===== src/rtl/seg7_scan_driver.sv =====
// seg7_scan_driver: time-multiplexed 7-segment display driver with frame-synchronous
// message loading and per-digit blinking.
// Ports:
//   clock      system clock, rising edge
//   reset      asynchronous active-high reset
//   load       capture charsIn/blinkMask this cycle
//   charsIn    5-bit code per digit, digit i in bits [5i+4:5i]
//   blinkMask  bit i=1 makes digit i blink
//   blinkEn    global blink enable, sampled live
//   segOut     registered segment pattern, bit0=a .. bit6=g
//   digitEn    registered one-hot digit enable
//   loadAck    one-cycle pulse when pending data becomes visible
module seg7_scan_driver #(
    parameter int NUM_DIGITS       = 4,
    parameter int SCAN_DIV         = 50000,
    parameter int BLINK_FRAMES     = 250,
    parameter bit SEG_ACTIVE_LOW   = 1'b0,
    parameter bit DIGIT_ACTIVE_LOW = 1'b0
) (
    input  logic                    clock,
    input  logic                    reset,
    input  logic                    load,
    input  logic [5*NUM_DIGITS-1:0] charsIn,
    input  logic [NUM_DIGITS-1:0]   blinkMask,
    input  logic                    blinkEn,
    output logic [6:0]              segOut,
    output logic [NUM_DIGITS-1:0]   digitEn,
    output logic                    loadAck
);
    localparam int PW = $clog2(SCAN_DIV);
    localparam int IW = NUM_DIGITS > 1 ? $clog2(NUM_DIGITS) : 1;
    localparam int FW = BLINK_FRAMES > 1 ? $clog2(BLINK_FRAMES) : 1;
    localparam logic [5*NUM_DIGITS-1:0] BLANK_ALL = {NUM_DIGITS{5'd16}};

    function automatic logic [6:0] decode(input logic [4:0] code);
        case (code)
            5'd0:    decode = 7'h3F;
            5'd1:    decode = 7'h06;
            5'd2:    decode = 7'h5B;
            5'd3:    decode = 7'h4F;
            5'd4:    decode = 7'h66;
            5'd5:    decode = 7'h6D;
            5'd6:    decode = 7'h7D;
            5'd7:    decode = 7'h07;
            5'd8:    decode = 7'h7F;
            5'd9:    decode = 7'h6F;
            5'd10:   decode = 7'h77;
            5'd11:   decode = 7'h7C;
            5'd12:   decode = 7'h39;
            5'd13:   decode = 7'h5E;
            5'd14:   decode = 7'h79;
            5'd15:   decode = 7'h71;
            5'd17:   decode = 7'h40;
            5'd18:   decode = 7'h38;
            5'd19:   decode = 7'h73;
            5'd20:   decode = 7'h50;
            5'd21:   decode = 7'h54;
            5'd22:   decode = 7'h5C;
            5'd23:   decode = 7'h3E;
            5'd24:   decode = 7'h76;
            default: decode = 7'h00;
        endcase
    endfunction

    logic [PW-1:0]           presc_q, presc_d;
    logic [IW-1:0]           idx_q, idx_d;
    logic [FW-1:0]           frame_q, frame_d;
    logic                    off_q, off_d;
    logic [5*NUM_DIGITS-1:0] disp_q, disp_d, pch_q, pch_d;
    logic [NUM_DIGITS-1:0]   blink_q, blink_d, pmk_q, pmk_d;
    logic                    pend_q, pend_d;
    logic [6:0]              seg_q, seg_d;
    logic [NUM_DIGITS-1:0]   dig_q, dig_d;
    logic                    ack_q, ack_d;
    logic                    wrap, last, boundary, fwrap, blank;
    logic [4:0]              code_d;

    always_comb begin
        wrap     = presc_q == PW'(SCAN_DIV - 1);
        last     = idx_q == IW'(NUM_DIGITS - 1);
        boundary = wrap && last;
        fwrap    = frame_q == FW'(BLINK_FRAMES - 1);
        presc_d  = wrap ? '0 : presc_q + 1'b1;
        idx_d    = wrap ? (last ? '0 : idx_q + 1'b1) : idx_q;
        frame_d  = boundary ? (fwrap ? '0 : frame_q + 1'b1) : frame_q;
        off_d    = (boundary && fwrap) ? ~off_q : off_q;
        // A load on the boundary edge wins over older pending data.
        disp_d   = boundary ? (load ? charsIn : pend_q ? pch_q : disp_q) : disp_q;
        blink_d  = boundary ? (load ? blinkMask : pend_q ? pmk_q : blink_q) : blink_q;
        pend_d   = boundary ? 1'b0 : (load ? 1'b1 : pend_q);
        pch_d    = (!boundary && load) ? charsIn : pch_q;
        pmk_d    = (!boundary && load) ? blinkMask : pmk_q;
        ack_d    = boundary && (load || pend_q);
        // Outputs are built from next-state values so the new digit appears on the wrap edge.
        code_d   = disp_d[5*int'(idx_d) +: 5];
        blank    = blinkEn && off_d && blink_d[idx_d];
        seg_d    = (blank ? 7'h00 : decode(code_d)) ^ {7{SEG_ACTIVE_LOW}};
        dig_d    = (NUM_DIGITS'(1) << idx_d) ^ {NUM_DIGITS{DIGIT_ACTIVE_LOW}};
    end

    always_ff @(posedge clock or posedge reset) begin
        if (reset) begin
            presc_q <= '0;
            idx_q   <= '0;
            frame_q <= '0;
            off_q   <= 1'b0;
            disp_q  <= BLANK_ALL;
            blink_q <= '0;
            pch_q   <= BLANK_ALL;
            pmk_q   <= '0;
            pend_q  <= 1'b0;
            seg_q   <= {7{SEG_ACTIVE_LOW}};
            dig_q   <= NUM_DIGITS'(1) ^ {NUM_DIGITS{DIGIT_ACTIVE_LOW}};
            ack_q   <= 1'b0;
        end else begin
            presc_q <= presc_d;
            idx_q   <= idx_d;
            frame_q <= frame_d;
            off_q   <= off_d;
            disp_q  <= disp_d;
            blink_q <= blink_d;
            pch_q   <= pch_d;
            pmk_q   <= pmk_d;
            pend_q  <= pend_d;
            seg_q   <= seg_d;
            dig_q   <= dig_d;
            ack_q   <= ack_d;
        end
    end

    assign segOut  = seg_q;
    assign digitEn = dig_q;
    assign loadAck = ack_q;
endmodule


===== config.mk =====
export PLATFORM = sky130hd
export DESIGN_NAME = seg7_scan_driver
export DESIGN_NICKNAME = d
export VERILOG_FILES = /design/src/rtl/seg7_scan_driver.sv
export SDC_FILE = /design/constraint.sdc
export NUM_CORES = 1
export LEC_CHECK = 0
export ABC_AREA = 1
export BUFFER_PORTS_ARGS = -buffer_cell sky130_fd_sc_hd__buf_2
export CORE_MARGIN = 1
export CORE_UTILIZATION = 35
export CTS_CLUSTER_DIAMETER = 100
export DETAILED_ROUTE_END_ITERATION = 10
export GPL_TIMING_DRIVEN = 0
export PLACE_DENSITY_LB_ADDON = 0.05
export SLEW_MARGIN = 20
export SYNTH_ARGS = -nofsm -noshare
export SYNTH_HDL_FRONTEND = slang
export SYNTH_SLANG_ARGS = --single-unit
export TNS_END_PERCENT = 100

===== constraint.sdc =====
create_clock -name clock -period 4.1 [get_ports clock]
set_input_delay 1.23 -clock clock [delete_from_list [all_inputs] [get_ports clock]]
set_output_delay 1.23 -clock clock [all_outputs]
set_load 0.02 [all_outputs]

### Word-level counts from Yosys, hierarchy flattened

Memories as Yosys holds them, arrays and structs flattened.
Cells that the tools add are included.

* add/sub/neg operators: 3
* $mul: 1
* divide/modulo/power cells: 0
* magnitude comparators: 1
* equality and inequality tests: 3
* shift-type cells: 2
* muxes and demuxes: 16
* bitwise operators: 1
* reductions and logical operators: 9

Operator list (count)
* 20-bit two-way mux: 3
* 20-bit by 6-bit indexed part select with 5-bit output: 1
* 16-bit by 1-bit adder with 16-bit output, second input constant: 1
* 16-bit == test, second input constant: 1
* 16-bit two-way mux: 1
* 4-bit two-way mux: 3
* 8-bit by 1-bit adder with 8-bit output, second input constant: 1
* 8-bit == test, second input constant: 1
* 8-bit two-way mux: 1
* 7-bit two-way mux: 1
* 1-bit logical AND: 6
* 3-bit by 2-bit multiplier with 5-bit output, first input constant: 1
* 1-bit two-way mux: 4
* 2-bit two-way mux: 2
* 1-bit by 2-bit << shifter with 4-bit output, first input constant: 1
* 2-bit by 3-bit < comparator with 1-bit output, second input constant: 1
* 2-bit by 1-bit adder with 2-bit output, second input constant: 1
* 1-bit binary-select mux with 2-bit select: 1
* 2-bit == test, second input constant: 1
* 2-bit nonzero test: 1
* 1-bit zero test: 1
* 1-bit logical OR: 1
* 1-bit NOT: 1

* flip-flop bits (word level): 88
* latch bits: 0
* memory bits (writable): 0
* ROM bits: 224
* input bits: 28
* output and inout port bits: 12
* word-level logic and storage cells: 49
* memories kept: 1

Memories
* (name not given): depth 32, bits a word 7, rd ports 1, clocked after memory_dff 0, wr ports 0, line 36 `case (code)`

### Depth between registers and ports, before layout

Gate-level depths: netlist (run 1).

* word-level depth: 7
* gate-level depth with buffers: 21
* depth with buffers taken out: 21

### Worst setup path after synthesis (run 1)

Ideal clock, no wire load.

* path kind: input-to-reg
* start point: in load
* end point: reg seg_q[2], in the netlist segOut[2]
* setup time: 0.119 ns
* arrival: 2.803 ns
* data required time: 3.981 ns
* setup slack: 1.178 ns
* stages: 16
* buffers on the path: 2
* cells stage by stage: inv_2 buf_2 clkbuf_1 o21ai_0 nand3_1 nand2_1 nand2_1 nand2_1 nand2_1 nand2_2 inv_2 ha_1 nand2_1 nand2_1 a21oi_1 nor2_1

* elaborated cells between the ends (all ways): 10
* those cells by class: shift (1); mux (7); reduce/logical (1); memory (1)

RTL lines
* start: declaration: line 22 `input logic load,`
* 20-bit two-way mux (2 in a row): line 88 `disp_d = boundary ? (load ? charsIn : pend_q ? pch_q : disp_q) : disp_q;`
* net disp_d[10]: line 69 `logic [5*NUM_DIGITS-1:0] disp_q, disp_d, pch_q, pch_d;`
* 20-bit by 6-bit indexed part select with 5-bit output: line 95 `code_d = disp_d[5*int'(idx_d) +: 5];`
* memory 32 x 7 bit
* 7-bit two-way mux: line 97 `seg_d = (blank ? 7'h00 : decode(code_d)) ^ {7{SEG_ACTIVE_LOW}};`
* net seg_d[2]: line 72 `logic [6:0] seg_q, seg_d;`
* end signal: assignment: line 112 `seg_q <= {7{SEG_ACTIVE_LOW}};`
* end signal: assignment: line 125 `seg_q <= seg_d;`
* end: declaration: line 72

The timed path passes the listed nets, and every way through them passes these cells. The select of a mux whose other input is x is not followed.
A chain may end at the register's enable or synchronous reset.

### Worst setup path in the final report (run 1)

* start point: in load
* end point: reg seg_q[2], in the netlist segOut[2]

* longest elaborated chain between the ends: 6
* elaborated cells between the ends (all ways): 10
* those cells by class: shift (1); mux (7); reduce/logical (1); memory (1)

RTL lines (line)
* branches (longest 5 deep; another with memory 32 x 7 bit)
* 7-bit two-way mux (*): 97
* net seg_d[2]: 72

Mark *: on every way through the listed nets, which the timed path passes. The select of a mux whose other input is x is not followed.

==> results of run 1 <==
## worst max-delay path: stages
cell	delay, ns
buf_2	0.16
clkbuf_1	0.54
nand2_1	0.11
nand2_1	0.12
a21oi_1	0.05
nand3_1	0.11
nand2_1	0.07
nor2_1	0.10
nor2_1	0.06
nand2_2	0.13
inv_2	0.08
ha_1	0.25
nand2_1	0.11
nand2_1	0.13
a21oi_1	0.19
nor2_1	0.07
## synthesized netlist by cell type, types with 4 or more instances
master	instances	area [um^2]
nand2_1	210	788
inv_1	91	342
dfstp_2	9	236
nand3_1	40	200
clkbuf_1	6	22.5
a21oi_1	22	110
buf_6	4	45.0
nand3_2	6	60.1
inv_2	11	41.3
dfrtp_1	79	1980
ha_1	10	125
nor3_1	5	25.0
buf_2	6	30.0
xor2_1	4	35.0
nor2_4	11	124
o21ai_0	39	195
nand2_2	19	119
nor2_1	66	248
mux2_2	12	135
## routing by layer
layer / share of wire [%] / routed length [um] / vias to the layer above / GRT usage [%]
met3: 2.9 / 369 / 12 / 2.24
li1: - / - / 2251 / -
met1: 49 / 6300 / 2045 / 26.6
met2: 47 / 6020 / 62 / 29.4
met5: 0 / 0 / - / 0
met4: 1.6 / 204 / 0 / 7.08
## power by group through the flow
stage | Combinational (mW) | Clock, mW | Sequential (mW)
finish | 0.114 | 0.794 | 0.905
global route | 0.132 | 0.861 | 0.907
CTS | 0.118 | 0.826 | 0.905
detailed placement | 0.118 | 0 | 0.921
global placement | 0.111 | 0 | 0.920
floorplan | 0.0748 | 0 | 0.918
## logic make-up after synthesis
family,share of synthesized area (%)
compound gates,7.47
xor+xnor,0.846
fa+ha+maj,2.42
buf+inv,9.89
mux,3.00
simple gates,33.6
flops,42.8
## per-stage QoR
stage,std cells,setup WS (ns),hold WS (ns)
floorplan,690,0.606,0.437
global placement,913,-0.688,0.460
detailed placement,914,0.410,0.466
CTS,930,0.778,0.477
global route,930,0.537,0.508
finish,930,0.804,0.476
## worst min path at each step
stage | startpoint | end | slack, ns
after floorplan | frame_q[7]$_DFFE_PP0N_ | frame_q[7]$_DFFE_PP0N_ | 0.44
after global placement | frame_q[7]$_DFFE_PP0N_ | frame_q[7]$_DFFE_PP0N_ | 0.46
after detailed placement | blink_q[2]$_DFF_PP0_ | blink_q[2]$_DFF_PP0_ | 0.47
after CTS | off_q$_DFF_PP0_ | off_q$_DFF_PP0_ | 0.48
after global routing | off_q$_DFF_PP0_ | off_q$_DFF_PP0_ | 0.51
final | off_q$_DFF_PP0_ | off_q$_DFF_PP0_ | 0.48
## state kept, by name (all words and copies together), names as in the netlist
register / count
frame_q: 8
off_q: 1
digitEn: 4
blink_q: 4
idx_q: 2
pend_q: 1
disp_q: 20
segOut: 7
loadAck: 1
pmk_q: 4
pch_q: 20
presc_q: 16
## cell type report
type | instances | area share [%]
multi-input combinational | 479 | 41.4
clock buffer | 12 | 4.33
timing repair buffer | 40 | 3.76
buffer | 19 | 2.03
clock inverter | 4 | 0.486
inverter | 104 | 6.70
tap | 184 | 3.89
sequential | 88 | 37.4
==> flow_summary.yaml, run 1 <==
run_status:
  outcome: "complete, no violations"
worst_setup_path:
  cp.arrival_ns: 3.53
  r2r_start: "presc_q[0]$_DFF_PP0_"
  r2r_setup_slack_ns: 1.21
  setup.worst_path.end_class: "flip-flop"
  r2r_end: "segOut[2]$_DFF_PP0_"
  start_kind: "primary input"
  worst_ep_required_time_ns: 4.33
  path_max_fanout: 10
  critical_path_class: "in -> reg"
  rr_worst_depth: 17
  critPathLaunch: "load"
  endpoint: "segOut[2]$_DFF_PP0_"
cts:
  cts.sinks: 88
  cts_buffers: 9
  clockRootBuffer: "clkbuf_16"
  clk_pin_slew_ns: 0.06
  cts_resized: 0
  cts_buffer_depth: 2
  htreeDepth: 3
  ctsHoldBuffers: 0
  cts_tree: "done"
  clkLatencyLatePin_ns: 0.35
  postCtsSetupBuffers: 0
pwr:
  seqPwrFrac_pct: 49.9
  p_int_mw: 1.38
  total_power_mw: 1.81
  combPwrFrac_pct: 6.3
  p_clk_share_pct: 43.8
  p_leak_nw: 2.94
  cellPowerDensity_mw_per_mm2: 306
  ir_worst_vdd_mv: 0.166
  switching_share_pct: 23.7
  power_switching_mw: 0.429
synth:
  netlist_instances: 690
  syn_nets: 728
  synth.avg_cell_area_um2: 7.50
  post_synth_num_cell_types: 41
  yosys_register_bits: 88
  synth.cell_area_mm2: 0.00517
  yosys_warnings: 0
  synth-edff-count: 0
  ys_seq_area_share_pct: 42.8
  ys_async_sr_fraction_pct: 100
  ys.flop_type: "dfrtp_1"
sta:
  finalMaxSlewViolations: 0
  min_period_over_period_pct: 80.4
  tns_ns: 0
  relSlewSlack_pct: 54.9
  skew_ns: 0.00598
  finalSetupViolations: 0
  min_period_ns: 3.30
  fmax_mhz: 303
  hold_violations: 0
  rsz0062_at_grt: "no"
  worstMarginPinSlew_ns: 0.677
final_layout:
  nFillCells: 1534
  stdcell_area_mm2: 0.00592
  post-route-util_pct: 40.9
  drive_above_1_share_pct: 19.6
  layout.nets: 779
  final_common_cell: "nand2_1"
  seq_area_mm2: 0.00221
  multi_input_area_mm2: 0.00245
  syn2layout_area_growth_pct: 14.4
  layout_common_cells: "nand2_1, inv_1, dfrtp_1"
  n_antenna_cell: 0
routing:
  vias_per_cell: 4.70
  post_drt_wl_per_cell_um: 13.9
  num_vias: 4370
  drt_iter0_markers: 230
  remaining_drc_errors: 0
  drtAntennaViolNets: 0
  drtPass1Iterations: 4
  routed_wl_um: 12900
placement:
  place_hpwl_um: 9700
  placed_area_mm2: 0.00563
  portBuffers: 39
  gp_congestion: 0.847
die:
  rows: 44
  dieHeight_um: 124
  io_pins: 40
  start_util_pct: 35.7
  die_w_um: 124
  die_area_mm2: 0.0153
  core_area_mm2: 0.0145
worst_hold_path:
  hold_depth: 1
  hold_class: "reg -> reg"
global_route:
  grt_use_total_pct: 18.8
  grt.overflow.total: 0
  grt_pass1_vias: 4198
  grt_max_degree: 67
  grt_pass1_wl_um: 21800
  antenna_found_initial: 0
run:
  cap_violations: 0
No activity file was read; power rests on OpenSTA's default activity.
==> run 2: changes to the inputs <==
==> constraint.sdc (replaced) <==
create_clock -name clock -period 2.8 [get_ports clock]
set_input_delay 0.84 -clock clock [delete_from_list [all_inputs] [get_ports clock]]
set_output_delay 0.84 -clock clock [all_outputs]
set_load 0.02 [all_outputs]
==> run 2 against run 1 <==
Net effect:
- sequential power up 47%
- critical path depth grew 1
- sequential cell count did not move
- sequential share of layout area shrank 1.3 points
- clock power grew 54%
- hold slack worse by 0.0013 ns
- critical endpoint is now segOut[5]$_DFF_PP0_
- final area rose by 3.6%
- die area unchanged
- global-route usage is essentially flat
- wire length increased by 1.1%
==> flow_summary.yaml, run 2 (synthesis gave the netlist of run 1 again) <==
run_status:
  outcome: "complete, no violations"
die:
  die_w_um: 124
  rows: 44
  start_util_pct: 35.7
  io_pins: 40
  die_area_mm2: 0.0153
  dieHeight_um: 124
  core_area_mm2: 0.0145
worst_setup_path:
  start_kind: "flip-flop"
  cpMaxStageDelayCell: "dfrtp_1"
  crit_chain: "ha_4 -> nand3_2 -> nor2_1 -> nand3_4 -> buf_6 -> nand2_1 -> nand2_1 -> nand2_1 -> nand2_1 -> nand2_1 -> nand2_2 -> inv_4 -> ha_2 -> nand2_1 -> nand2_2 -> a21oi_1 -> nor2_2"
  cp.arrival_ns: 2.90
  path_max_fanout: 10
  setup.worst_path.end_class: "flip-flop"
  critical_path_class: "reg -> reg"
  cpMostUsedCell: "nand2_1"
  worst_ep_required_time_ns: 3.07
  critPathMaxStageDelay_ns: 0.42
final_layout:
  drive_above_1_share_pct: 22.9
  n_antenna_cell: 0
  nFillCells: 1469
  stdcell_area_mm2: 0.00613
  syn2layout_area_growth_pct: 18.5
  layout.nets: 789
  final_common_cell: "nand2_1"
  layout_common_cells: "nand2_1, inv_1, dfrtp_1"
  largestRegisters: "disp_q (20), pch_q (20), presc_q (16)"
sta:
  finalSetupViolations: 0
  min_period_ns: 2.63
  relSlewSlack_pct: 59.9
  fmax_mhz: 380
  hold_violations: 0
  min_period_over_period_pct: 94.1
  finalMaxSlewViolations: 0
  rsz0062_at_grt: "yes"
  skew_ns: 0.00984
  worstMarginPinSlew_ns: 0.600
routing:
  drtPass1Iterations: 5
  vias_per_cell: 4.75
  routed_wl_um: 13000
  drtAntennaViolNets: 0
  num_vias: 4468
  remaining_drc_errors: 0
  post_drt_wl_per_cell_um: 13.9
  drt_iter0_markers: 209
pwr:
  cellPowerDensity_mw_per_mm2: 444
  ir_worst_vdd_mv: 0.263
  total_power_mw: 2.72
  p_leak_nw: 3.03
global_route:
  grt_pass1_vias: 4307
  grtUsageMet3_pct: 2.70
  use_met1_pct: 25.5
  grt_max_degree: 33
  antenna_found_initial: 0
  grt_use_total_pct: 18.8
  grtUsageMet2_pct: 29.6
  gr-max-usage-layer: "met2"
  grt.overflow.total: 0
  grt_pass1_wl_um: 21700
worst_hold_path:
  hold_class: "reg -> reg"
cts:
  htreeDepth: 3
  cts.sinks: 88
  cts_tree: "done"
  cts_buffers: 9
  cts_buffer_depth: 2
  clkLatencyLatePin_ns: 0.35
  clk_pin_slew_ns: 0.06
  clockRootBuffer: "clkbuf_16"
run:
  cap_violations: 0
placement:
  placed_area_mm2: 0.00568
  gp_congestion: 0.823
  portBuffers: 39
  place_hpwl_um: 9810
==> run 2: worst paths after layout <==
kind	slack, ns	to	start	cells after the start
setup reg to reg	0.17	segOut[5]$_DFF_PP0_	presc_q[0]$_DFF_PP0_	17
hold reg to reg	0.47	frame_q[7]$_DFFE_PP0N_	frame_q[7]$_DFFE_PP0N_	1
hold / removal	0.47	frame_q[7]$_DFFE_PP0N_	frame_q[7]$_DFFE_PP0N_	1
min in group asynchronous	0.56	presc_q[12]$_DFF_PP0_	reset	2
setup / recovery	0.17	segOut[5]$_DFF_PP0_	presc_q[0]$_DFF_PP0_	17
max in group asynchronous	1.58	pch_q[7]$_DFFE_PP0P_	reset	4
==> run 2: report_power, final <==
| group | internal, mW | total, mW | switching (mW) |
|---|---|---|---|
| Clock | 0.708 | 1.22 | 0.508 |
| Sequential | 1.31 | 1.33 | 0.0163 |
| Combinational | 0.0751 | 0.179 | 0.104 |
==> run 2: area by class of cell <==
class | instances | area [um^2] | share of cell area (%)
tap | 184 | 230 | 3.76
inverter | 104 | 398 | 6.49
clock buffer | 14 | 287 | 4.68
buffer | 18 | 129 | 2.10
clock inverter | 2 | 10.0 | 0.163
timing repair buffer | 51 | 340 | 5.55
multi-input combinational | 479 | 2520 | 41.1
sequential | 88 | 2210 | 36.1
==> run 2: metal layers <==
layer  part of all wire [%]  vias to the layer above  routed length [um]
met5                      0                        -                   0
li1                       -                     2261                   -
met4                    1.9                        0                 244
met3                    3.5                       14                 458
met1                     47                     2103                6170
met2                     47                       90                6170
==> run 2: worst max-delay path, delay by kind of cell, from the launching register on <==
kind,cells,cell delay [ns]
adder cells (fa/ha/maj),2,0.40
AND/OR/NAND/NOR,12,1.31
flip-flops,1,0.42
buffers and inverters,2,0.31
AO/OA/AOI/OAI,1,0.10
==> run 2: timing repair <==
action | 4_1_cts | 5_1_grt
endpoints found under the setup margin | 6 | 7
pin swaps | 1 | 5
hold buffers | 0 | 0
endpoints found under the hold margin | 0 | 0
resized for setup | 8 | 27
buffers inserted | 1 | 8
==> run 2: metrics by stage <==
stage	setup slack (ns)	setup TNS [ns]	util (%)	instances	hold WS, ns
after detailed placement	-0.515	-3.24	39.2	916	0.463
after floorplan	0.268	0	-	690	0.437
after CTS	0.0400	0	41.5	933	0.477
final	0.166	0	42.3	940	0.474
after global placement	-0.565	-4.54	38.7	913	0.459
after global routing	-0.0338	-0.0338	42.3	940	0.502
